<file path="src/rtl/seg7_bcd_scanner.sv">
// Binary-to-BCD converter (sequential double-dabble) driving a four-digit
// common-anode 7-segment display through a free-running digit scanner.
module seg7_bcd_scanner #(
  parameter int unsigned SCAN_DIV      = 100000,
  parameter bit          BLANK_LEADING = 1'b1
) (
  input  logic        masCLK,
  input  logic        Reset,
  input  logic [12:0] value,
  output logic        busy,
  output logic [15:0] bcd,
  output logic        a,
  output logic        b,
  output logic        c,
  output logic        d,
  output logic        e,
  output logic        f,
  output logic        g,
  output logic        AN0,
  output logic        AN1,
  output logic        AN2,
  output logic        AN3
);

  localparam int unsigned DivW = (SCAN_DIV > 1) ? $clog2(SCAN_DIV) : 1;

  typedef enum logic [1:0] {StIdle, StConv, StDone} state_e;

  state_e      state_q, state_d;
  logic [12:0] last_val_q;
  logic [28:0] shreg_q;
  logic [28:0] shreg_adj;
  logic [3:0]  cnt_q;
  logic [15:0] bcd_q;

  // Converter FSM: state register
  always_ff @(posedge masCLK) begin
    if (Reset) begin
      state_q <= StIdle;
    end else begin
      state_q <= state_d;
    end
  end

  // Converter FSM: next state; 13 shifts happen on counts 0..12
  always_comb begin
    state_d = state_q;
    unique case (state_q)
      StIdle:  if (value != last_val_q) state_d = StConv;
      StConv:  if (cnt_q == 4'd12) state_d = StDone;
      StDone:  state_d = StIdle;
      default: state_d = StIdle;
    endcase
  end

  // Converter FSM: outputs
  always_comb begin
    busy = 1'b0;
    unique case (state_q)
      StConv, StDone: busy = 1'b1;
      default:        busy = 1'b0;
    endcase
  end

  always_comb begin
    shreg_adj = shreg_q;
    for (int i = 0; i < 4; i++) begin
      if (shreg_q[13+4*i +: 4] >= 4'd5) begin
        shreg_adj[13+4*i +: 4] = shreg_q[13+4*i +: 4] + 4'd3;
      end
    end
  end

  always_ff @(posedge masCLK) begin
    if (Reset) begin
      last_val_q <= '0;
      shreg_q    <= '0;
      cnt_q      <= '0;
      bcd_q      <= '0;
    end else begin
      unique case (state_q)
        StIdle: begin
          if (value != last_val_q) begin
            shreg_q    <= {16'b0, value};
            last_val_q <= value;
            cnt_q      <= '0;
          end
        end
        StConv: begin
          shreg_q <= {shreg_adj[27:0], 1'b0};
          cnt_q   <= cnt_q + 4'd1;
        end
        StDone:  bcd_q <= shreg_q[28:13];
        default: ;
      endcase
    end
  end

  assign bcd = bcd_q;

  // Digit scanner
  logic [DivW-1:0] div_q;
  logic [1:0]      idx_q;

  always_ff @(posedge masCLK) begin
    if (Reset) begin
      div_q <= '0;
      idx_q <= '0;
    end else if (div_q == DivW'(SCAN_DIV - 1)) begin
      div_q <= '0;
      idx_q <= idx_q + 2'd1;
    end else begin
      div_q <= div_q + DivW'(1);
    end
  end

  logic [3:0] nib;
  logic       blank;
  logic [6:0] seg_d, seg_q;
  logic [3:0] an_d, an_q;

  // A digit blanks only when it and every more significant digit are zero
  always_comb begin
    nib   = bcd_q[3:0];
    blank = 1'b0;
    unique case (idx_q)
      2'd0: nib = bcd_q[3:0];
      2'd1: begin
        nib   = bcd_q[7:4];
        blank = BLANK_LEADING && (bcd_q[15:4] == 12'd0);
      end
      2'd2: begin
        nib   = bcd_q[11:8];
        blank = BLANK_LEADING && (bcd_q[15:8] == 8'd0);
      end
      2'd3: begin
        nib   = bcd_q[15:12];
        blank = BLANK_LEADING && (bcd_q[15:12] == 4'd0);
      end
      default: ;
    endcase
  end

  always_comb begin
    unique case (nib)
      4'd0:    seg_d = 7'b0000001;
      4'd1:    seg_d = 7'b1001111;
      4'd2:    seg_d = 7'b0010010;
      4'd3:    seg_d = 7'b0000110;
      4'd4:    seg_d = 7'b1001100;
      4'd5:    seg_d = 7'b0100100;
      4'd6:    seg_d = 7'b0100000;
      4'd7:    seg_d = 7'b0001111;
      4'd8:    seg_d = 7'b0000000;
      4'd9:    seg_d = 7'b0000100;
      default: seg_d = 7'b1111111;
    endcase
    an_d = ~(4'b0001 << idx_q);
    if (blank) begin
      seg_d = 7'b1111111;
      an_d  = 4'b1111;
    end
  end

  always_ff @(posedge masCLK) begin
    if (Reset) begin
      seg_q <= 7'b0000001;
      an_q  <= 4'b1110;
    end else begin
      seg_q <= seg_d;
      an_q  <= an_d;
    end
  end

  assign {a, b, c, d, e, f, g}  = seg_q;
  assign {AN3, AN2, AN1, AN0}   = an_q;

endmodule
</file>
<file path="config.mk">
export PLATFORM = sky130hd
export DESIGN_NAME = seg7_bcd_scanner
export DESIGN_NICKNAME = d
export VERILOG_FILES = /design/src/rtl/seg7_bcd_scanner.sv
export SDC_FILE = /design/constraint.sdc
export NUM_CORES = 1
export LEC_CHECK = 0
export CORE_MARGIN = 3
export CORE_UTILIZATION = 32
export CTS_BUF_LIST = sky130_fd_sc_hd__clkbuf_4
export DETAILED_ROUTE_END_ITERATION = 6
export PLACE_DENSITY = 0.48
export SYNTH_ARGS = -nofsm -noshare
export SYNTH_HDL_FRONTEND = slang
export SYNTH_SLANG_ARGS = --single-unit
</file>
<file path="constraint.sdc">
create_clock -name masCLK -period 2.82 [get_ports masCLK]
set_input_delay 0.282 -clock masCLK [delete_from_list [all_inputs] [get_ports masCLK]]
set_output_delay 0.282 -clock masCLK [all_outputs]
set_load 0.005 [all_outputs]
</file>
# == Word level (Yosys, flattened, before mapping) ==
# Memory sizes are Yosys's and may differ from the RTL's.
# Cells that the tools add are included.
# totals
register_bits,94
romBits,112
inputBits,15
out_inout_bits,28
wordCells,63
n_memories,1
# classes
n_addsub,7
n_lt_le_gt_ge,4
eq_ne,10
shift,1
mux,16
n_bitwise,1
reduce_logical,12
# mem_list
name,depth,width,rd,rd_clocked_by_memory_dff,wr,line_no,rtl
(no name shown),16,7,1,0,0,145,unique case (nib)
# ops
cell,count
29-bit case mux with 2 select lines,1
29-bit 2-to-1 mux,1
"17-bit by 1-bit adder with 17-bit output, second input constant",1
"17-bit equality test, second input constant",1
"4-bit by 3-bit greater-or-equal comparator with 1-bit output, second input constant",4
4-bit 2-to-1 mux,4
4-bit case mux with 4 select lines,1
13-bit inequality test,1
"4-bit by 2-bit adder with 4-bit output, second input constant",3
12-bit logical NOT,1
8-bit logical NOT,1
4-bit case mux with 2 select lines,1
7-bit 2-to-1 mux,1
"2-bit equality test, second input constant",3
2-bit AND reduction,3
2-bit OR reduction,3
"4-bit by 1-bit adder with 4-bit output, second input constant",1
"2-bit by 1-bit equality test with 1-bit output, second input constant",2
"4-bit equality test, second input constant",1
2-bit logical NOT,2
4-bit logical NOT,1
2-bit 2-to-1 mux,2
"2-bit inequality test, second input constant",2
4-bit NOT,1
8 further kinds,9

# == Depth between registers and ports, before layout ==
# An unclocked memory read counts as a cell.
# logic_depth
ltp_word,4
mapped_depth,9
mapped_depth_nobuf,8

# == Worst setup path after synthesis ==
# Ideal clock, no wire load.
# synth_timing
path_type,reg2reg
startpoint,reg idx_q[0]
endpoint,reg seg_q[3]
setup_ps,67
arrival_time_ps,2025
t_required_ps,2753
path_slack_ps,728
path_stages_with_launch,8
n_path_buf,0
period_less_slack_ps,2092
path_cell_list,dfxtp_1 > inv_1 > ha_1 > a222oi_1 > mux2i_1 > or4_1 > and3_4 > a21oi_2
# synth_between
elab_chain_len,4
word_cells_on_any_way,8
classes_between,eq/ne (3); mux (3); reduce/logical (1); memory (1)
# synth_rtl
item,line_no,rtl
"start, declared",103,logic [1:0] idx_q;
"start signal, assigned",111,idx_q <= idx_q + 2'd1;
"2-bit equality test, or another cell as far along",126,unique case (idx_q)
4-bit case mux with 4 select lines,126,
memory read 16 x 7 bit,n/a,
7-bit 2-to-1 mux (*),159,if (blank) begin
"end signal, assigned",170,seg_q <= seg_d;
"end, declared",119,"logic [6:0] seg_d, seg_q;"
# Every way passes the cells marked *; elsewhere a longest branch is shown, timed or not.
# A chain may end at the register's enable or synchronous reset.

# == Worst setup path in the final report ==
# layout_timing
startpoint,reg state_q[0]
endpoint,reg cnt_q[0]
# layout_between
elab_chain_len,3
word_cells_on_any_way,6
classes_between,eq/ne (2); mux (1); reduce/logical (3)
# layout_rtl
item,line_no,rtl
"start, declared",29,"state_e state_q, state_d;"
"start signal, assigned",39,state_q <= StIdle;
"start signal, assigned",41,state_q <= state_d;
2-bit by 1-bit equality test with 1-bit output or 2-bit logical NOT (tied branches),81,unique case (state_q)
2-bit nonzero test (no line) or 2-bit inequality test (tied branches),n/a,
2-bit AND reduction (no line),n/a,
"end signal, assigned",91,cnt_q <= cnt_q + 4'd1;
"end, declared",33,logic [3:0] cnt_q;
# Several ways; a longest one is shown, not always the timed one.

==> results.rst <==
.. list-table::
   :header-rows: 1

   * - Metric
     - Value
   * - Outcome
     - finished clean
   * - Number of antenna cells inserted
     - 0
   * - Number of CTS-inserted buffers
     - 9
   * - Summed instance area of the synthesized netlist
     - 4533 µm²
   * - Initial core utilization
     - 0.3343
   * - Total clock sinks
     - 94
   * - Port-buffer cells
     - 42
   * - Worst Path Arrival
     - roughly 2800 ps
   * - Post-CTS clock slew at the launch and capture registers of the worst setup and hold paths
     - roughly 140 ps
   * - Global-route wire length before repair
     - between 15 and 20 mm
   * - Number of buffers added for setup after CTS
     - 0
   * - Initial antenna violation count
     - 0
   * - Post-Synthesis Net Count
     - between 500 and 600
   * - Ratio of cells with drive above 1 in the final layout
     - 0.06767
   * - Hold bufs inserted after CTS
     - 0
   * - Routed met3 length
     - a little over 400 µm
   * - Post-synthesis instance total
     - 489
   * - Vertical die dimension
     - around 130 µm
   * - Largest clock skew in the final design
     - about 16 ps
   * - Final-layout fill cell count
     - 1383
   * - Library cell contributing the largest single delay on the critical path
     - sky130_fd_sc_hd__nor3_1
   * - Half-perimeter wire length after detailed placement
     - 7.395 mm
   * - Number of warning messages in the yosys log
     - 0
   * - Total Routed Length
     - about 11 mm
   * - Final number of hold-violating endpoints
     - 0
   * - GPL Wtd Cong
     - between 0.7 and 0.8
   * - Total number of vias
     - roughly 3600
   * - Cells along the critical path
     - inv_1, ha_1, and3_1, and4_1, nor3_1, mux2_2
   * - Uppermost metal layer occupied by signal nets
     - met4
   * - Number of nets in the layout
     - ~570
   * - Longest Clk Path Bufs
     - 2
   * - Total track usage
     - 0.1413
   * - Maximum vdd drop
     - between 300 and 400 µV
   * - Power density relative to cell area
     - between 500 and 600 nW/µm²
   * - Leakage
     - 1.943 nW
   * - Signed area change from the synthesized netlist to the final layout
     - 16.17%
   * - Met2 WL post-DR
     - approximately 4.8 mm
   * - Total Negative Setup Slacks
     - 0 ps
   * - Worst path required time
     - approximately 3200 ps
   * - Register-to-register setup slack
     - approximately 400 ps
   * - Maximum fanout encountered on the critical timing path
     - 11
   * - Switching pwr
     - 0.9729 mW
   * - Clock power frac
     - 0.235
   * - Worst Hold Class
     - primary input to flop
   * - Die outline area
     - ~16000 µm²
   * - Synth Register Bits
     - 94
   * - First drt pass iteration count
     - 5
   * - Later-pin clock latency in the skew report
     - ~460 ps
   * - Number of vias per cell after detailed routing
     - ~5.1
   * - Number of nets still failing antenna checks after routing
     - 0
   * - Final cycle utilization of the critical path
     - 0.8576
   * - Slew margin rel.
     - 0.1298
   * - Setup slack after layout
     - ~400 ps
   * - Count of flip-flops with a built-in enable after synthesis
     - 0
   * - Total routed wire length on the met1 layer
     - between 5 and 6 mm
   * - Number of remaining DRC errors
     - 0
   * - Post-layout min period
     - 2419 ps
   * - Slew at the pin closest to its max-slew limit
     - 1295 ps
   * - Global route total overflow
     - 0
   * - Io pins
     - 43
   * - Reg power frac
     - 0.503
   * - Setup repair after global routing missed its margin
     - no
   * - Peak per-stage delay on the critical path
     - 980 ps
   * - Number of slew-limit violations in the final report
     - 0
   * - Most common cell after layout, fill and taps aside
     - sky130_fd_sc_hd__dfxtp_1
   * - Portion of total power attributed to combinational logic
     - 0.262
   * - Number of global-route vias before repair
     - ~3500
   * - Internal power consumption
     - ~2.1 mW
   * - Max Freq
     - 413.5 MHz
   * - Fraction of the yosys area taken by sequential cells
     - 0.4151
   * - Minimum setup slack after placement
     - ~43 ps
   * - Clk root buf
     - sky130_fd_sc_hd__clkbuf_4
   * - Main synth FF type
     - sky130_fd_sc_hd__dfxtp_1
   * - Switching share of total power
     - 0.3196
   * - Area of the core
     - roughly 14000 µm²
   * - Critical path type
     - flop to flop
   * - Sort of element at the end of the critical path
     - flop
   * - # Max-Cap Violations
     - 0
   * - Average size of a mapped cell
     - a little over 9 µm²
   * - Final setup violation count
     - 0
   * - Leading cell types in the layout, fill and taps excluded
     - sky130_fd_sc_hd__dfxtp_1 (94), sky130_fd_sc_hd__nor2_1 (62), sky130_fd_sc_hd__mux2i_1 (45)
   * - Async set-reset flop share out of synthesis
     - 0
   * - Die span in x
     - 125.0 µm
   * - Drt initial violations
     - around 220
   * - Routed wirelength normalized by instance count
     - ~15 µm
   * - Number of standard-cell rows in the floorplan
     - 42
   * - CTS tree
     - yes
   * - Largest net degree at the start of global routing
     - 56
   * - Cts repair resizes
     - 0
   * - Startpoint Class
     - flop
   * - H-tree depth
     - 3
   * - Post-synthesis cell type count
     - around 50
==> flip-flops by register name (all words and copies together) (netlist names), 4 cells and up <==
name / cells
cnt_q: 4
seg_q: 7
an_q: 4
last_val_q: 13
div_q: 17
bcd: 16
shreg_q: 29
==> worst max-delay path, delay by kind of cell (launching register included) <==
family / cells / cell delay (ps)
buf+inv: 1 / 80
flops: 1 / 380
simple gates: 3 / 1360
mux: 1 / 310
fa+ha+maj: 1 / 220
==> synth_stat cells (3+ instances only) <==
cell type	n	area (µm²)
sky130_fd_sc_hd__a21oi_1	34	170.2
sky130_fd_sc_hd__a222oi_1	4	40.04
sky130_fd_sc_hd__a22o_1	8	70.07
sky130_fd_sc_hd__a311oi_1	12	105.1
sky130_fd_sc_hd__a31o_1	3	26.28
sky130_fd_sc_hd__and3_1	4	25.02
sky130_fd_sc_hd__and4_1	5	43.79
sky130_fd_sc_hd__buf_1	4	15.01
sky130_fd_sc_hd__buf_2	3	15.01
sky130_fd_sc_hd__clkbuf_1	15	56.30
sky130_fd_sc_hd__dfxtp_1	94	1882
sky130_fd_sc_hd__ha_1	22	275.3
sky130_fd_sc_hd__inv_1	23	86.33
sky130_fd_sc_hd__mux2_2	3	33.78
sky130_fd_sc_hd__mux2i_1	45	450.4
sky130_fd_sc_hd__nand2_1	22	82.58
sky130_fd_sc_hd__nand2b_1	6	37.54
sky130_fd_sc_hd__nand3_1	9	45.04
sky130_fd_sc_hd__nand4_1	9	56.30
sky130_fd_sc_hd__nor2_1	62	232.7
sky130_fd_sc_hd__nor3_1	6	30.03
sky130_fd_sc_hd__nor4_1	6	37.54
sky130_fd_sc_hd__o21ai_0	7	35.03
sky130_fd_sc_hd__o21ai_1	9	45.04
sky130_fd_sc_hd__o311a_1	3	30.03
sky130_fd_sc_hd__or4_1	4	30.03
sky130_fd_sc_hd__xnor2_1	24	210.2
sky130_fd_sc_hd__xor2_1	13	113.9
==> power by group through the flow <==
stage	Clock, mW	Combinational (mW)	Sequential [mW]
after floorplan	0	0.601	1.54
after detailed placement	0	0.804	1.56
after CTS	0.761	0.809	1.53
final	0.716	0.797	1.53
after global placement	0	0.797	1.56
after global routing	0.813	0.896	1.55
==> logic make-up after synthesis <==
| kind of cell | count (synthesis) | share of synthesized area |
|---|---|---|
| fa+ha+maj | 22 | 0.06072 |
| simple gates | 142 | 0.1521 |
| xor+xnor | 37 | 0.07149 |
| flops | 94 | 0.4151 |
| buf+inv | 50 | 0.04554 |
| compound gates | 95 | 0.1457 |
| mux | 49 | 0.1093 |
==> stage by stage <==
stage / power (mW) / instance area [µm²] / hold slack [ps] / cells / utilization
3_3_place_gp: 2.355 / 5146 / 445.5 / 694 / 0.3796
5_1_grt: 3.256 / 5266 / 144.9 / 708 / 0.3884
4_1_cts: 3.100 / 5266 / 128.9 / 708 / 0.3884
3_5_place_dp: 2.364 / 5146 / 448.9 / 694 / 0.3796
6_report: 3.044 / 5266 / 162.0 / 708 / 0.3884
2_1_floorplan: 2.138 / 4533 / 425.9 / 489 / -
==> path summary, 6_finish.rpt <==
path                    to       start  cells past startpoint
setup / recovery  cnt_q[0]  state_q[0]                      6
hold / removal     an_q[0]       Reset                      2
setup reg to reg  cnt_q[0]  state_q[0]                      6
hold reg to reg   div_q[0]    div_q[0]                      1
==> final cells by class <==
type / instances / area (µm²) / area share
Timing Repair Buffer: 54 / 505.5 / 0.09598
Inverter: 25 / 93.84 / 0.01782
Clock buffer: 11 / 82.58 / 0.01568
Tap cell: 176 / 220.2 / 0.04182
Clock inverter: 3 / 37.54 / 0.007128
Multi-Input combinational cell: 345 / 2445 / 0.4642
Sequential cell: 94 / 1882 / 0.3573
==> routing by layer <==
metal / vias to the layer above / track usage
met3: 11 / 0.03966
met5: - / 0
met1: 1686 / 0.1935
li1: 1818 / -
met4: 0 / 0.03444
met2: 69 / 0.2214
Power figures use the tool's default switching activity.
